===== config.mk =====
export PLATFORM = sky130hd
export DESIGN_NAME = alu16_muldiv_seq
export DESIGN_NICKNAME = d
export VERILOG_FILES = /design/src/rtl/alu16_muldiv_seq.sv
export SDC_FILE = /design/constraint.sdc
export NUM_CORES = 1
export LEC_CHECK = 0
export ABC_AREA = 1
export CAP_MARGIN = 20
export CORE_MARGIN = 2
export CORE_UTILIZATION = 49
export CTS_CLUSTER_DIAMETER = 60
export DETAILED_ROUTE_END_ITERATION = 7
export HOLD_SLACK_MARGIN = 0.12
export PLACE_DENSITY_LB_ADDON = 0.15
export SKIP_CTS_REPAIR_TIMING = 1
export SLEW_MARGIN = 20
export SYNTH_ARGS = -nofsm -noshare
export SYNTH_HDL_FRONTEND = slang
export SYNTH_SLANG_ARGS = --single-unit
export TNS_END_PERCENT = 5

===== constraint.sdc =====
create_clock -name Clock -period 2.2 [get_ports Clock]
set_input_delay 0.44 -clock Clock [delete_from_list [all_inputs] [get_ports Clock]]
set_output_delay 0.44 -clock Clock [all_outputs]
set_load 0.03 [all_outputs]

===== src/rtl/alu16_muldiv_seq.sv =====
// alu16_muldiv_seq
// Multi-cycle unsigned multiply/divide sequencer driving an external 16-bit
// ripple ALU as its only adder/subtractor. 16x16->32 shift-add multiply and
// 16/16 restoring divide, one ALU pass per cycle for 16 cycles.
//
// Ports
//   Clock, Reset        rising-edge clock, synchronous active-high reset
//   Start, Mode         request pulse (IDLE only); 0 = multiply, 1 = divide
//   OpA, OpB            multiplicand/dividend, multiplier/divisor
//   Busy, Done          operation in progress; one-cycle completion pulse
//   Hi, Lo              product[31:16]/remainder, product[15:0]/quotient
//   DivZero             divide with OpB = 0 (set with Done)
//   ALU_A, ALU_B        ALU operand drive (zero outside RUN)
//   ALU_BNegate         0 = add, 1 = subtract
//   ALU_Op, ALU_Shamt   constant OP_ADD and 0
//   ALU_Out, ALU_CarryOut  ALU result and carry (sub: 1 means A >= B)
module alu16_muldiv_seq (
  input  logic        Clock,
  input  logic        Reset,
  input  logic        Start,
  input  logic        Mode,
  input  logic [15:0] OpA,
  input  logic [15:0] OpB,
  output logic        Busy,
  output logic        Done,
  output logic [15:0] Hi,
  output logic [15:0] Lo,
  output logic        DivZero,
  output logic [15:0] ALU_A,
  output logic [15:0] ALU_B,
  output logic        ALU_BNegate,
  output logic [2:0]  ALU_Op,
  output logic [3:0]  ALU_Shamt,
  input  logic [15:0] ALU_Out,
  input  logic        ALU_CarryOut
);

  localparam logic [2:0] OP_ADD = 3'b010;

  typedef enum logic [1:0] {
    IDLE = 2'd0,
    RUN  = 2'd1,
    DONE = 2'd2
  } state_t;

  state_t      state, state_next;
  logic [3:0]  cnt;
  logic        mode_q;
  logic [15:0] hi_q;   // multiply: upper product half; divide: partial remainder R
  logic [15:0] lo_q;   // multiply: lower product half; divide: quotient Q
  logic [15:0] m_q;    // multiplier M or divisor D
  logic        dz_q;
  logic        load;
  logic        div_zero_req;
  logic [16:0] s;
  logic        ok;

  // R always stays below D, so its 17th bit is zero between iterations and
  // only the shifted-out bit of S needs the extra position.
  assign s            = {hi_q, lo_q[15]};
  assign ok           = s[16] | ALU_CarryOut;
  assign div_zero_req = Mode && (OpB == '0);

  always_ff @(posedge Clock) begin
    if (Reset) state <= IDLE;
    else       state <= state_next;
  end

  always_comb begin
    state_next  = state;
    Busy        = 1'b0;
    Done        = 1'b0;
    load        = 1'b0;
    ALU_A       = '0;
    ALU_B       = '0;
    ALU_BNegate = 1'b0;
    case (state)
      IDLE: begin
        if (Start) begin
          load       = 1'b1;
          state_next = div_zero_req ? DONE : RUN;
        end
      end
      RUN: begin
        Busy        = 1'b1;
        ALU_A       = mode_q ? s[15:0] : hi_q;
        ALU_B       = m_q;
        ALU_BNegate = mode_q;
        if (cnt == 4'd15) state_next = DONE;
      end
      DONE: begin
        Done       = 1'b1;
        state_next = IDLE;
      end
      default: state_next = IDLE;
    endcase
  end

  always_ff @(posedge Clock) begin
    if (Reset) begin
      cnt    <= '0;
      mode_q <= 1'b0;
      hi_q   <= '0;
      lo_q   <= '0;
      m_q    <= '0;
      dz_q   <= 1'b0;
    end else if (load) begin
      cnt    <= '0;
      mode_q <= Mode;
      m_q    <= OpB;
      if (div_zero_req) begin
        hi_q <= OpA;
        lo_q <= '1;
        dz_q <= 1'b1;
      end else begin
        hi_q <= '0;
        lo_q <= OpA;
        dz_q <= 1'b0;
      end
    end else if (state == RUN) begin
      cnt <= cnt + 4'd1;
      if (mode_q) begin
        if (ok) begin
          hi_q <= ALU_Out;
          lo_q <= {lo_q[14:0], 1'b1};
        end else begin
          hi_q <= s[15:0];
          lo_q <= {lo_q[14:0], 1'b0};
        end
      end else begin
        if (lo_q[0]) begin
          hi_q <= {ALU_CarryOut, ALU_Out[15:1]};
          lo_q <= {ALU_Out[0], lo_q[15:1]};
        end else begin
          hi_q <= {1'b0, hi_q[15:1]};
          lo_q <= {hi_q[0], lo_q[15:1]};
        end
      end
    end
  end

  assign Hi        = hi_q;
  assign Lo        = lo_q;
  assign DivZero   = dz_q;
  assign ALU_Op    = OP_ADD;
  assign ALU_Shamt = '0;

endmodule


==> results.md, run 1 <==
* Starting Density at approximately 51%
* Synth warnings at 0
* Num CTS Buffers at 5
* Final Power at around 3.1 mW
* Core Area at approximately 6900 µm²
* Most frequent cells in the layout: nand2_1 (115), clkdlybuf4s50_1 (86), a21oi_1 (72), inv_1 (69), nor2_1 (65)
* Critical Path Slowest Stage Cell: dfxtp_1
* Tcrit/Tclk final at a little over nine tenths
* Worst setup margin at 127.6 ps
* Critical Path Sink Type: output port
* Pin count of the biggest net entering global routing at 36
* Detail Route Antenna Nets at 0
* Final core area utilization at 69.18%
* Vias/cell at around 5.4
* Clock sink count at between 50 and 60
* Skew-Pair Late Insertion Delay at between 300 and 400 ps
* Max Cap Viol at 0
* Post-synth top area share at about a third
* Startpoint types: flop
* P_leak at 2.096 nW
* GRT Overall Usage at between 20% and 30%
* P&R area growth vs syn at 34.92%
* Final setup fails at 0
* Fmax achieved at 0.4825 GHz
* Max FO, Critical Path at 21
* Post-synthesis register bit count at 56
* Die span in x at just under 90 µm
* Netlist cell types at 31
* Final hold vios at 0
* Vias in the first global route at about 3600
* Drt first pass iters at 5
* Synth top area cells: dfxtp_1 (32%), nand2_1 (12%), a21oi_1 (10%)
* Worst path cell trace: inv_2, nor2_2, inv_2, buf_4, nor2_1, buf_4
* IR drop worst, VDD at about 0.43 mV
* Register area share after synthesis at 31.83%
* Status: finished clean
* Post-Synthesis Cells at 574
* RSZ-0062 raised after global routing: false
* Worst hold slack at 456.7 ps
* ANT cells at 0
* I/O Buffers at between 100 and 150
* Worst Path Arrival at between 1500 and 2000 ps
* Placed wire-length estimate at 8140 µm
* Kind of cell adding the most delay to the critical path: buffers and inverters
* Minimum clock period at between 2000 and 2500 ps
* GRT overflow at 0
* Crit path largest cell delay at around 350 ps
* DRC viols at 0
* CTS root buffer: clkbuf_8
* TritonCTS clock tree: yes
* Die Y at slightly below 90 µm
* H-tree Lvls at 2
* Final-layout fill cell count at between 600 and 700
* Setup TNS at 0 ps
* Commonest non-fill, non-tap cell in the layout: nand2_1
* Pins Over Slew Limit at 0
* Iteration-0 DRC Markers at between 300 and 400
* Worst setup path class: flop to output port
* CTS clk-pin slew, worst paths at around 110 ps
* Clk buf depth at 2
* Crit path buffers/inverters at 4
* Setup Skew at roughly 7.8 ps
* FP Rows at 30
* Avg WL per Cell at around 14 µm
* Num ports at 128
* Worst endpoint required time at between 1500 and 2000 ps
* Cell area after synthesis at roughly 3500 µm²
* Mean post-synth cell area at around 6.1 µm²
* First-pass GRT wire length at 16880 µm
* Fraction of layout cells with a size suffix above 1 at 10.36%
* GP Congestion at around 0.93
* Fin nets at ~730
* DP Worst Slack at 196.1 ps
* Power Density at about 660 nW/µm²
* Die footprint at just under 8000 µm²
* Post-synth top area cell: dfxtp_1
* Initial antenna violation count at 0
* Routed wire length at approximately 11000 µm
* Total number of vias at between 4000 and 5000
* Worst hold path type: flop to flop
==> synthesized netlist by cell type (all sizes together) <==
master  count
o21ai      53
clkbuf      7
ha          1
buf        38
inv        74
nor3        1
dfxtp      56
conb        2
a31oi       1
nand2     118
nor2       70
nand3      58
o22ai      16
nor3b       1
o31ai       1
a211oi      1
a21oi      72
clkinv      1
o211ai      2
nor4        1
==> final timing paths <==
path,startpoint,end,slack (ps),cells past startpoint
hold / removal,m_q[4],m_q[4],460,2
setup / recovery,state[0],ALU_A[10],130,6
setup reg to reg,state[0],Hi[4],380,8
hold reg to reg,m_q[4],m_q[4],460,2
==> through the flow <==
stage / cells / area (µm²)
final: 772 / 4752
after global routing: 772 / 4752
after CTS: 772 / 4750
after detailed placement: 764 / 4634
after global placement: 764 / 4634
after floorplan: 579 / 3541
==> worst reg2reg max path, stage by stage (launching register included) <==
cell     delay [ps]
dfxtp_1         350
inv_2            60
nor2_2           40
inv_2           260
buf_4           340
nand2_2         190
buf_12          210
o21ai_0         200
a21oi_1          70
==> flip-flops by register name, summed over array words and instances, names as in the netlist <==
name	flops
DivZero	1
state	2
Hi	16
cnt	4
mode_q	1
m_q	16
Lo	16
==> layout make-up <==
class	instances	area (µm²)	area share [%]
sequential	56	1125	23.67
multi-input combinational	403	1864	39.23
tap	96	120.1	2.528
inverter	75	281.5	5.924
timing repair buffer	134	1246	26.22
clock inverter	3	46.29	0.9742
clock buffer	5	68.82	1.448
==> logic make-up (layout without fill, tap and decap cells) <==
| group | after synthesis | in the layout | share of synthesized area [%] |
|---|---|---|---|
| other | 2 | 7 | 0.2132 |
| AND/OR/NAND/NOR | 249 | 249 | 30.20 |
| flip-flops | 56 | 56 | 31.83 |
| buffers and inverters | 120 | 217 | 15.77 |
| AO/OA/AOI/OAI | 146 | 146 | 21.63 |
| adder cells (fa/ha/maj) | 1 | 1 | 0.3552 |
==> where the power goes <==
group	switching (mW)	internal (mW)
registers	0.101	1.12
logic	0.735	0.467
clock network	0.355	0.346
==> routing by layer <==
metal / global-route usage [%] / up-vias / wire length [µm]
li1: - / 2037 / -
met1: 37.01 / 1879 / 4879
met2: 44.10 / 226 / 5084
met3: 4.198 / 24 / 959
met4: 7.438 / 0 / 201
met5: 0 / - / 0
No activity file was read; power rests on OpenSTA's default activity.
==> inputs of run 2 (changes only) <==
CORE_UTILIZATION = 45   (was 49)
REMOVE_ABC_BUFFERS = 1   (was default)
clock period = 2 ns   (was 2.2 ns; I/O delays follow)
==> results.md, run 2 (synthesis results as in run 1) <==
* Fin nets at roughly 730
* Initial antenna violation count at 0
* Post-Layout Cell Count at around 800
* Slew @ Worst Pin at approximately 760 ps
* Max Cap Viol at 0
* Placed wire-length estimate at about 7600 µm
* Worst hold slack at ~460 ps
* Kind of cell adding the most delay to the critical path: buffers and inverters
* Minimum clock period at between 1500 and 2000 ps
* Grt met1 use at 33.08%
* M2 GR Usage at 38.38%
* Fmax achieved at between 0.5 and 0.6 GHz
* ANT cells at 0
* GP Congestion at roughly 0.86
* Setup Skew at between 6 and 7 ps
* Hold Crit Depth at 2
* Die span in x at 92.47 µm
* Tcrit/Tclk final at between 90% and 100%
* Crit path buffers/inverters at 3
* Avg WL per Cell at 13.33 µm
* Power Density at 709.1 nW/µm²
* Crit path largest cell delay at around 390 ps
* Detail Route Antenna Nets at 0
* Worst endpoint required time at 1600 ps
* Startpoint types: flop
* Pins Over Slew Limit at 0
* Fraction of layout cells with a size suffix above 1 at around 11%
* Final setup fails at 0
* DRC viols at 0
* P&R area growth vs syn at 37.16%
* Max FO, Critical Path at 38
* Clk buf depth at 2
* GRT met3 Usage at approximately 2.6%
* Vias in the first global route at about 3600
* IR drop worst, VDD at between 0.4 and 0.5 mV
* Iteration-0 DRC Markers at 210
* Drt first pass iters at 5
* Starting Density at 46.06%
* Critical Path Sink Type: output port
* GRT Overall Usage at about a quarter
* Num ports at approximately 130
* Total number of vias at 4044
* Final-layout fill cell count at around 760
* Hold path start: m_q[6]
* DP Worst Slack at between 60 and 70 ps
* H-tree Lvls at 2
* RR Startpoint: mode_q
* Worst setup margin at a little under 100 ps
* Core Area at roughly 7600 µm²
* Most frequent cells in the layout: nand2_1 (115), clkdlybuf4s50_1 (85), a21oi_1 (72), inv_1 (69), nor2_1 (65)
* Num CTS Buffers at 5
* TritonCTS clock tree: yes
* CTS root buffer: clkbuf_8
* P_leak at ~2.1 nW
* Die Y at roughly 92 µm
* Setup TNS at 0 ps
* Die footprint at around 8600 µm²
* Skew-Pair Late Insertion Delay at 310 ps
* Rel. slew slack at about half
* Critical Path Slowest Stage Cell: dfxtp_1
* Final hold vios at 0
* Vias/cell at between 5 and 6
* Routed wire length at approximately 10000 µm
* Dpl cells at 775
* Terminus of the critical flop-to-flop path: Hi[3]
* Worst path cell trace: inv_2, nor2_2, inv_6, a211oi_2, buf_4
* First-pass GRT wire length at roughly 17000 µm
* Global route hottest layer: met2
* Reg2Reg Depth at 5
* Worst Path Arrival at ~1500 ps
* Worst hold path type: flop to flop
* Worst setup path class: flop to output port
* CTS clk-pin slew, worst paths at around 100 ps
* Sequential Area at ~1100 µm²
* Clock sink count at 56
* Pin count of the biggest net entering global routing at 39
* I/O Buffers at 120
* R2R setup slack at about 380 ps
* WHS Endpoint: m_q[6]
* Status: finished clean
* FP Rows at 32
* RSZ-0062 raised after global routing: false
* GRT overflow at 0
* Multi-input logic area at between 1500 and 2000 µm²
* Commonest non-fill, non-tap cell in the layout: nand2_1
[run 2: final cells by class]
cell class	instances	share of cell area, %
Multi-Input combinational cell	403	38.69
Timing Repair Buffer	139	27.14
Sequential cell	56	23.28
Inverter	75	5.931
Tap cell	102	2.642
Clock buffer	6	1.502
Clock inverter	2	0.8029
[run 2: worst max-delay path by stage]
stage,slack (ps),to,cells after the start,startpoint
2_1_floorplan,-1030,ALU_BNegate,2,mode_q
4_1_cts,-90,ALU_A[0],5,state[0]
5_1_grt,10,ALU_A[0],5,state[0]
3_5_place_dp,60,Hi[10],9,Mode
3_3_place_gp,100,Hi[7],9,Mode
6_report,100,ALU_A[0],5,state[0]
[run 2: report_power, final]
group	internal [mW]	total [mW]	switching (mW)	leakage, nW
sequential	1.23	1.35	0.112	0.463
combinational	0.531	1.33	0.796	1.62
clock	0.379	0.752	0.373	0.0558
[run 2: layer usage]
metal / part of all wire, % / routed length (µm)
met1: 45 / 4645
met2: 48 / 4959
met3: 6.6 / 688
met4: 1.4 / 143
met5: 0 / 0
[run 2: per-stage QoR]
stage               cell area [µm²]  util (%)  power (mW)
finish                         4831     63.17       3.425
global route                   4831     63.17       3.605
CTS                            4816     62.97       3.436
detailed placement             4705     61.52       2.686
global placement               4705     61.52       2.659
floorplan                      3267         -       2.114
[run 2: worst min-delay path: stages (launching register included)]
cell     delay (ps)
dfxtp_1         310
inv_1            60
a21oi_1          50
